--- config.mk ---
export PLATFORM = sky130hd
export DESIGN_NAME = mdu_ctrl
export DESIGN_NICKNAME = d
export VERILOG_FILES = /design/src/rtl/mdu_pkg.sv /design/src/rtl/mdu_div_step.sv /design/src/rtl/mdu_ctrl.sv
export SDC_FILE = /design/constraint.sdc
export NUM_CORES = 2
export LEC_CHECK = 0
export CAP_MARGIN = 20
export CORE_MARGIN = 2
export CORE_UTILIZATION = 40
export DETAILED_ROUTE_END_ITERATION = 10
export GPL_ROUTABILITY_DRIVEN = 1
export GPL_TIMING_DRIVEN = 0
export PLACE_DENSITY = 0.66
export SETUP_SLACK_MARGIN = 0.05
export SYNTH_ARGS = -nofsm -noshare
export SYNTH_HDL_FRONTEND = slang
export SYNTH_SLANG_ARGS = --single-unit
--- constraint.sdc ---
create_clock -name clk -period 10.2 [get_ports clk]
set_clock_uncertainty 0.2 [all_clocks]
set_input_delay 1.02 -clock clk [delete_from_list [all_inputs] [get_ports clk]]
set_output_delay 1.02 -clock clk [all_outputs]
set_load 0.01 [all_outputs]
--- src/rtl/mdu_pkg.sv ---
// Shared types and helpers for the M-extension multiply/divide sequencer.
//   mdu_op_e    : funct3 encodings of the eight M-extension ops
//   mdu_state_e : sequencer FSM states
//   MDU_IS_DIV  : true for DIV/DIVU/REM/REMU (funct3 bit 2)
package mdu_pkg;

  typedef enum logic [2:0] {
    OP_MUL    = 3'b000,
    OP_MULH   = 3'b001,
    OP_MULHSU = 3'b010,
    OP_MULHU  = 3'b011,
    OP_DIV    = 3'b100,
    OP_DIVU   = 3'b101,
    OP_REM    = 3'b110,
    OP_REMU   = 3'b111
  } mdu_op_e;

  typedef enum logic [2:0] {
    S_IDLE = 3'd0,
    S_MUL  = 3'd1,
    S_DIV  = 3'd2,
    S_FIX  = 3'd3,
    S_DONE = 3'd4
  } mdu_state_e;

  function automatic logic MDU_IS_DIV(input logic [2:0] op);
    return op[2];
  endfunction

endpackage

--- src/rtl/mdu_div_step.sv ---
// One restoring-division step, purely combinational.
// The partial remainder and the next dividend bit are shifted together and the
// divisor is trial-subtracted; a non-negative difference is kept and sets the
// quotient bit, otherwise the shifted remainder is restored.
//   rem_i / rem_o : partial remainder, XLEN+1 bits (in / out)
//   quo_i / quo_o : dividend bits still to consume, quotient bits shifted in
//   dvs_i         : divisor magnitude
module mdu_div_step #(
  parameter int XLEN = 32
) (
  input  logic [XLEN:0]   rem_i,
  input  logic [XLEN-1:0] quo_i,
  input  logic [XLEN-1:0] dvs_i,
  output logic [XLEN:0]   rem_o,
  output logic [XLEN-1:0] quo_o
);

  logic [XLEN+1:0] shifted;
  logic [XLEN+1:0] trial;

  always_comb begin
    shifted = {rem_i, quo_i[XLEN-1]};
    trial   = shifted - {2'b00, dvs_i};
    if (!trial[XLEN+1]) begin
      rem_o = trial[XLEN:0];
      quo_o = {quo_i[XLEN-2:0], 1'b1};
    end else begin
      rem_o = shifted[XLEN:0];
      quo_o = {quo_i[XLEN-2:0], 1'b0};
    end
  end

endmodule

--- src/rtl/mdu_ctrl.sv ---
// Sequencer for the M-extension multiply/divide unit in the EXE stage.
// Accepts one MUL/DIV/REM op, runs the multi-cycle multiplier or the
// iterative restoring divider, holds the pipeline through exe_hazard and
// presents the XLEN result with resp_valid in DONE.
//   clk, rstn        : core clock, asynchronous active-low reset
//   req, op          : EXE holds a valid M-op (funct3 in op)
//   rs1, rs2         : operands, sampled only on accept
//   exe_stall        : EXE held by another hazard (keeps DONE)
//   exe_kill         : EXE flushed, aborts any op in flight
//   exe_hazard       : stall request to the hazard unit (combinational)
//   resp_valid       : result valid (DONE)
//   result           : op result
module mdu_ctrl
  import mdu_pkg::*;
#(
  parameter int XLEN    = 32,
  parameter int MUL_LAT = 2
) (
  input  logic            clk,
  input  logic            rstn,
  input  logic            req,
  input  logic [2:0]      op,
  input  logic [XLEN-1:0] rs1,
  input  logic [XLEN-1:0] rs2,
  input  logic            exe_stall,
  input  logic            exe_kill,
  output logic            exe_hazard,
  output logic            resp_valid,
  output logic [XLEN-1:0] result
);

  localparam int              CNT_W   = $clog2(XLEN + 1);
  localparam logic [XLEN-1:0] MIN_VAL = {1'b1, {(XLEN-1){1'b0}}};

  function automatic logic [XLEN-1:0] cond_neg(input logic [XLEN-1:0] v,
                                               input logic            neg);
    return neg ? -v : v;
  endfunction

  // control state (reset)
  mdu_state_e        state_q, state_d;
  logic [CNT_W-1:0]  cnt_q, cnt_d;
  logic [XLEN-1:0]   result_q, result_d;

  // datapath state (no reset, only meaningful after accept)
  logic              want_hi_q, want_hi_d;
  logic              want_rem_q, want_rem_d;
  logic [XLEN:0]     rem_q, rem_d;
  logic [XLEN-1:0]   quo_q, quo_d;
  logic [XLEN-1:0]   dvs_q, dvs_d;
  logic              quo_neg_q, quo_neg_d;
  logic              rem_neg_q, rem_neg_d;
  logic [2*XLEN-1:0] prod_q, prod_d;

  // accept-cycle operand preparation
  logic                     a_neg, b_neg, div_zero, div_ovf;
  logic [XLEN-1:0]          abs_a, abs_b;
  logic                     a_sext, b_sext;
  logic signed [2*XLEN-1:0] mul_a, mul_b, mul_full;
  logic [XLEN:0]            step_rem;
  logic [XLEN-1:0]          step_quo;

  always_comb begin
    // op[0] set marks the unsigned divide forms
    a_neg    = !op[0] && rs1[XLEN-1];
    b_neg    = !op[0] && rs2[XLEN-1];
    abs_a    = cond_neg(rs1, a_neg);
    abs_b    = cond_neg(rs2, b_neg);
    div_zero = (rs2 == '0);
    div_ovf  = !op[0] && (rs1 == MIN_VAL) && (rs2 == '1);
    // MULH/MULHSU treat rs1 as signed, only MULH treats rs2 as signed;
    // the low half used by MUL is the same either way.
    a_sext   = (op[1:0] != 2'b11);
    b_sext   = (op[1:0] == 2'b01);
    mul_a    = {{XLEN{a_sext & rs1[XLEN-1]}}, rs1};
    mul_b    = {{XLEN{b_sext & rs2[XLEN-1]}}, rs2};
    mul_full = mul_a * mul_b;
  end

  mdu_div_step #(.XLEN(XLEN)) u_step (
    .rem_i (rem_q),
    .quo_i (quo_q),
    .dvs_i (dvs_q),
    .rem_o (step_rem),
    .quo_o (step_quo)
  );

  always_comb begin
    state_d    = state_q;
    cnt_d      = cnt_q;
    result_d   = result_q;
    want_hi_d  = want_hi_q;
    want_rem_d = want_rem_q;
    rem_d      = rem_q;
    quo_d      = quo_q;
    dvs_d      = dvs_q;
    quo_neg_d  = quo_neg_q;
    rem_neg_d  = rem_neg_q;
    prod_d     = prod_q;
    exe_hazard = 1'b0;
    resp_valid = 1'b0;

    unique case (state_q)
      S_IDLE: begin
        if (req && !exe_kill) begin
          exe_hazard = 1'b1;
          want_hi_d  = (op[1:0] != 2'b00);
          want_rem_d = op[1];
          if (MDU_IS_DIV(op)) begin
            if (div_zero) begin
              result_d = op[1] ? rs1 : '1;
              state_d  = S_DONE;
            end else if (div_ovf) begin
              result_d = op[1] ? '0 : MIN_VAL;
              state_d  = S_DONE;
            end else begin
              rem_d     = '0;
              quo_d     = abs_a;
              dvs_d     = abs_b;
              quo_neg_d = a_neg ^ b_neg;
              rem_neg_d = a_neg;
              cnt_d     = CNT_W'(XLEN - 1);
              state_d   = S_DIV;
            end
          end else begin
            prod_d  = mul_full;
            cnt_d   = CNT_W'(MUL_LAT - 1);
            state_d = S_MUL;
          end
        end
      end
      S_MUL: begin
        exe_hazard = 1'b1;
        if (cnt_q == '0) begin
          result_d = want_hi_q ? prod_q[2*XLEN-1:XLEN] : prod_q[XLEN-1:0];
          state_d  = S_DONE;
        end else begin
          cnt_d = cnt_q - CNT_W'(1);
        end
      end
      S_DIV: begin
        exe_hazard = 1'b1;
        rem_d      = step_rem;
        quo_d      = step_quo;
        if (cnt_q == '0) state_d = S_FIX;
        else             cnt_d   = cnt_q - CNT_W'(1);
      end
      S_FIX: begin
        exe_hazard = 1'b1;
        result_d   = want_rem_q ? cond_neg(rem_q[XLEN-1:0], rem_neg_q)
                                : cond_neg(quo_q, quo_neg_q);
        state_d    = S_DONE;
      end
      S_DONE: begin
        resp_valid = 1'b1;
        if (!exe_stall) state_d = S_IDLE;
      end
      default: state_d = S_IDLE;
    endcase

    // a flush abandons the op outright, including an already finished one
    if (exe_kill) begin
      state_d  = S_IDLE;
      result_d = result_q;
    end
  end

  always_ff @(posedge clk or negedge rstn) begin
    if (!rstn) begin
      state_q  <= S_IDLE;
      cnt_q    <= '0;
      result_q <= '0;
    end else begin
      state_q  <= state_d;
      cnt_q    <= cnt_d;
      result_q <= result_d;
    end
  end

  always_ff @(posedge clk) begin
    want_hi_q  <= want_hi_d;
    want_rem_q <= want_rem_d;
    rem_q      <= rem_d;
    quo_q      <= quo_d;
    dvs_q      <= dvs_d;
    quo_neg_q  <= quo_neg_d;
    rem_neg_q  <= rem_neg_d;
    prod_q     <= prod_d;
  end

  assign result = result_q;

endmodule
==> impl_metrics.json <==
{
  "setup_viol": 0,
  "fmax_ghz": 0.0991,
  "worstSetupEndpointType": "register",
  "syn_inst": 5680,
  "h-tree-depth": 1,
  "grt_pass1_vias": 42500,
  "layout-drive-gt1-share": 0.0382,
  "cts.reportedPaths.clkPinSlew_ps": 50,
  "cp.arrival_ps": 10210,
  "slew_violations": 0,
  "startpoint_type": "input pin",
  "period_needed_ps": 10090,
  "grt_overflow": 0,
  "antenna_found_initial": 24,
  "rows": 131,
  "grt_first_pass_wirelength_microns": 280000,
  "io_buffer_count": 60,
  "synth_area_leaders": "fa_1 44%, edfxtp_1 9.7%, inv_1 9.2%, nand2_1 7.0%, ha_1 6.1%",
  "synth_fp_nets": 7129,
  "ys_warn_count": 0,
  "worst-path-max-fanout": 10,
  "wl_microns": 191000,
  "start_util": 0.402,
  "slew_headroom": 0.151,
  "clk_latency_ps": 540,
  "die_x_microns": 362,
  "drc": 0,
  "ys_seq_area_frac": 0.117,
  "wl_per_cell_microns": 25.5,
  "worstMarginPinSlew_ps": 1270,
  "area_growth_pct": 8.41,
  "hold_class": "register to register",
  "synth-seq-cells": 206,
  "clock-sinks": 206,
  "synth.avg_cell_area_sq_um": 9.00,
  "synth_cell_type_count": 68,
  "numCtsBuffers": 24,
  "reg2reg_slack_ps": 5760,
  "period_share": 0.989,
  "required_ps": 10320,
  "firstDrtPassIters": 8,
  "status": "complete, no violations",
  "avgViaCountPerCell": 5.53,
  "holdBufCountCts": 0,
  "clockRootBuffer": "clkbuf_16",
  "netlist_top_cells_count": "1,249 x inv_1, 1,126 x fa_1, 954 x nand2_1, 265 x and2_1, 257 x clkbuf_1",
  "yosys.area.top_type": "fa_1",
  "via_count": 41400,
  "fp.coreArea_sq_mm": 0.127,
  "dieHeight_microns": 362,
  "maxCapViolCount": 0,
  "rsz0062_at_grt": "true",
  "grt_max_degree": 42,
  "synth-edff-count": 165,
  "synth_top_area_frac": 0.441,
  "async_flop_share": 0.199,
  "groute.usage.overall": 0.293,
  "place_congestion": 1.04,
  "fillers": 12500,
  "dp_hpwl_microns": 160000,
  "yosysMostFrequentCell": "inv_1",
  "critical_path_class": "input pin to register",
  "fin_nets": 7241,
  "synth_ff_type": "edfxtp_1",
  "dieArea_sq_mm": 0.131,
  "cts_buffer_depth": 3,
  "hold_ws_ps": 279,
  "drtIter0Drc": 4582,
  "ant_nets": 0,
  "finalHoldViolCount": 0,
  "boundaryPins": 106,
  "syn_area_sq_mm": 0.0511,
  "cts_tree": "yes"
}
[metrics by stage]
step                area [sq um]  cells  TNS (ps)   util  setup WS (ps)
floorplan                  51100   5680         0      -           1210
global placement           53800   7402   -134700  0.423          -2140
detailed placement         54300   7432    -32770  0.427          -2330
CTS                        55200   7474         0  0.434           46.7
global route               55400   7474         0  0.436           19.4
finish                     55400   7487         0  0.436            113
[layer usage]
metal / vias up / GRT usage / wire length, microns
met5: - / 0 / 223
met4: 16 / 0.150 / 12200
met3: 550 / 0.0856 / 22900
met2: 2420 / 0.458 / 85800
met1: 21100 / 0.369 / 70000
li1: 17300 / - / -
[final timing paths]
kind / from / endpoint / depth (start not counted)
min reg2reg: cnt_q[5] / cnt_q[5] / 1
max: rs1[13] / prod_q[62] / 28
min in group asynchronous: rstn / result[4] / 1
max reg2reg: rem_q[11] / rem_q[30] / 14
max in group asynchronous: rstn / result[31] / 1
min: cnt_q[5] / cnt_q[5] / 1
[worst max-delay path, cell delays in order]
cell and delay (ps):
clkdlybuf4s50_1 610, clkbuf_2 410, buf_2 550, nand2_1 150, fa_1 510, inv_1 50
fa_1 500, inv_1 50, fa_1 490, inv_1 60, fa_1 480, inv_1 50
fa_1 480, fa_1 520, fa_1 500, inv_1 50, fa_1 510, ha_1 310
clkbuf_1 400, o2bb2ai_1 110, a31oi_1 290, a41o_1 360, a31oi_1 230, o21ai_4 370
a31oi_4 200, o31a_1 330, a21oi_1 260, xor2_1 300
[sequential cells by signal, indices dropped and copies added, names as in the netlist]
name,flops
result,32
cnt_q,6
state_q,3
want_hi_q,1
prod_q,64
quo_neg_q,1
rem_neg_q,1
dvs_q,32
want_rem_q,1
rem_q,33
quo_q,32
[kinds of logic after synthesis]
| kind of cell | count (synthesis) | synth area share |
|---|---|---|
| AO/OA/AOI/OAI | 600 | 0.0720 |
| XOR/XNOR | 221 | 0.0378 |
| adder cells (fa/ha/maj) | 1377 | 0.502 |
| buffers and inverters | 1594 | 0.117 |
| flip-flops | 206 | 0.117 |
| multiplexers | 39 | 0.00768 |
| AND/OR/NAND/NOR | 1643 | 0.146 |
[final cells by class]
class                      count  area [sq um]  share of cell area
antenna                       15          37.5            0.000677
buffer                       332          1490              0.0269
clock buffer                  31           658              0.0119
clock inverter                13           103             0.00185
inverter                    1252          4710              0.0849
multi-input combinational   3880         39300               0.709
sequential                   206          5980               0.108
tap                         1662          2080              0.0375
timing repair buffer          96          1090              0.0196
[timing repair]
item                                    4_1_cts  5_1_grt
pin swaps                                     1        3
buffers inserted                              3        2
resized for setup                           103       87
hold endpoints to repair                      0        0
endpoints found under the setup margin       21       16
gates cloned                                  0        0
[placed cells by master, fill, tap and decap left out, drive strengths merged, types with 41 or more instances in the layout]
cell / synthesis / final
and2: 265 / 265
fa: 1126 / 1126
o21ai: 172 / 172
inv: 1250 / 1249
clkbuf: 257 / 282
xnor2: 143 / 143
a21o: 44 / 44
a21oi: 171 / 171
o31ai: 54 / 54
buf: 85 / 108
dfrtp: 41 / 41
edfxtp: 165 / 165
ha: 251 / 251
nor2: 148 / 148
clkdlybuf4s50: 0 / 57
nand3: 63 / 63
nand2: 954 / 954
nand2b: 41 / 41
xor2: 78 / 78
Power is not shown: default switching activity piles up to over one toggle a cycle in this logic, so the estimate is an artifact.
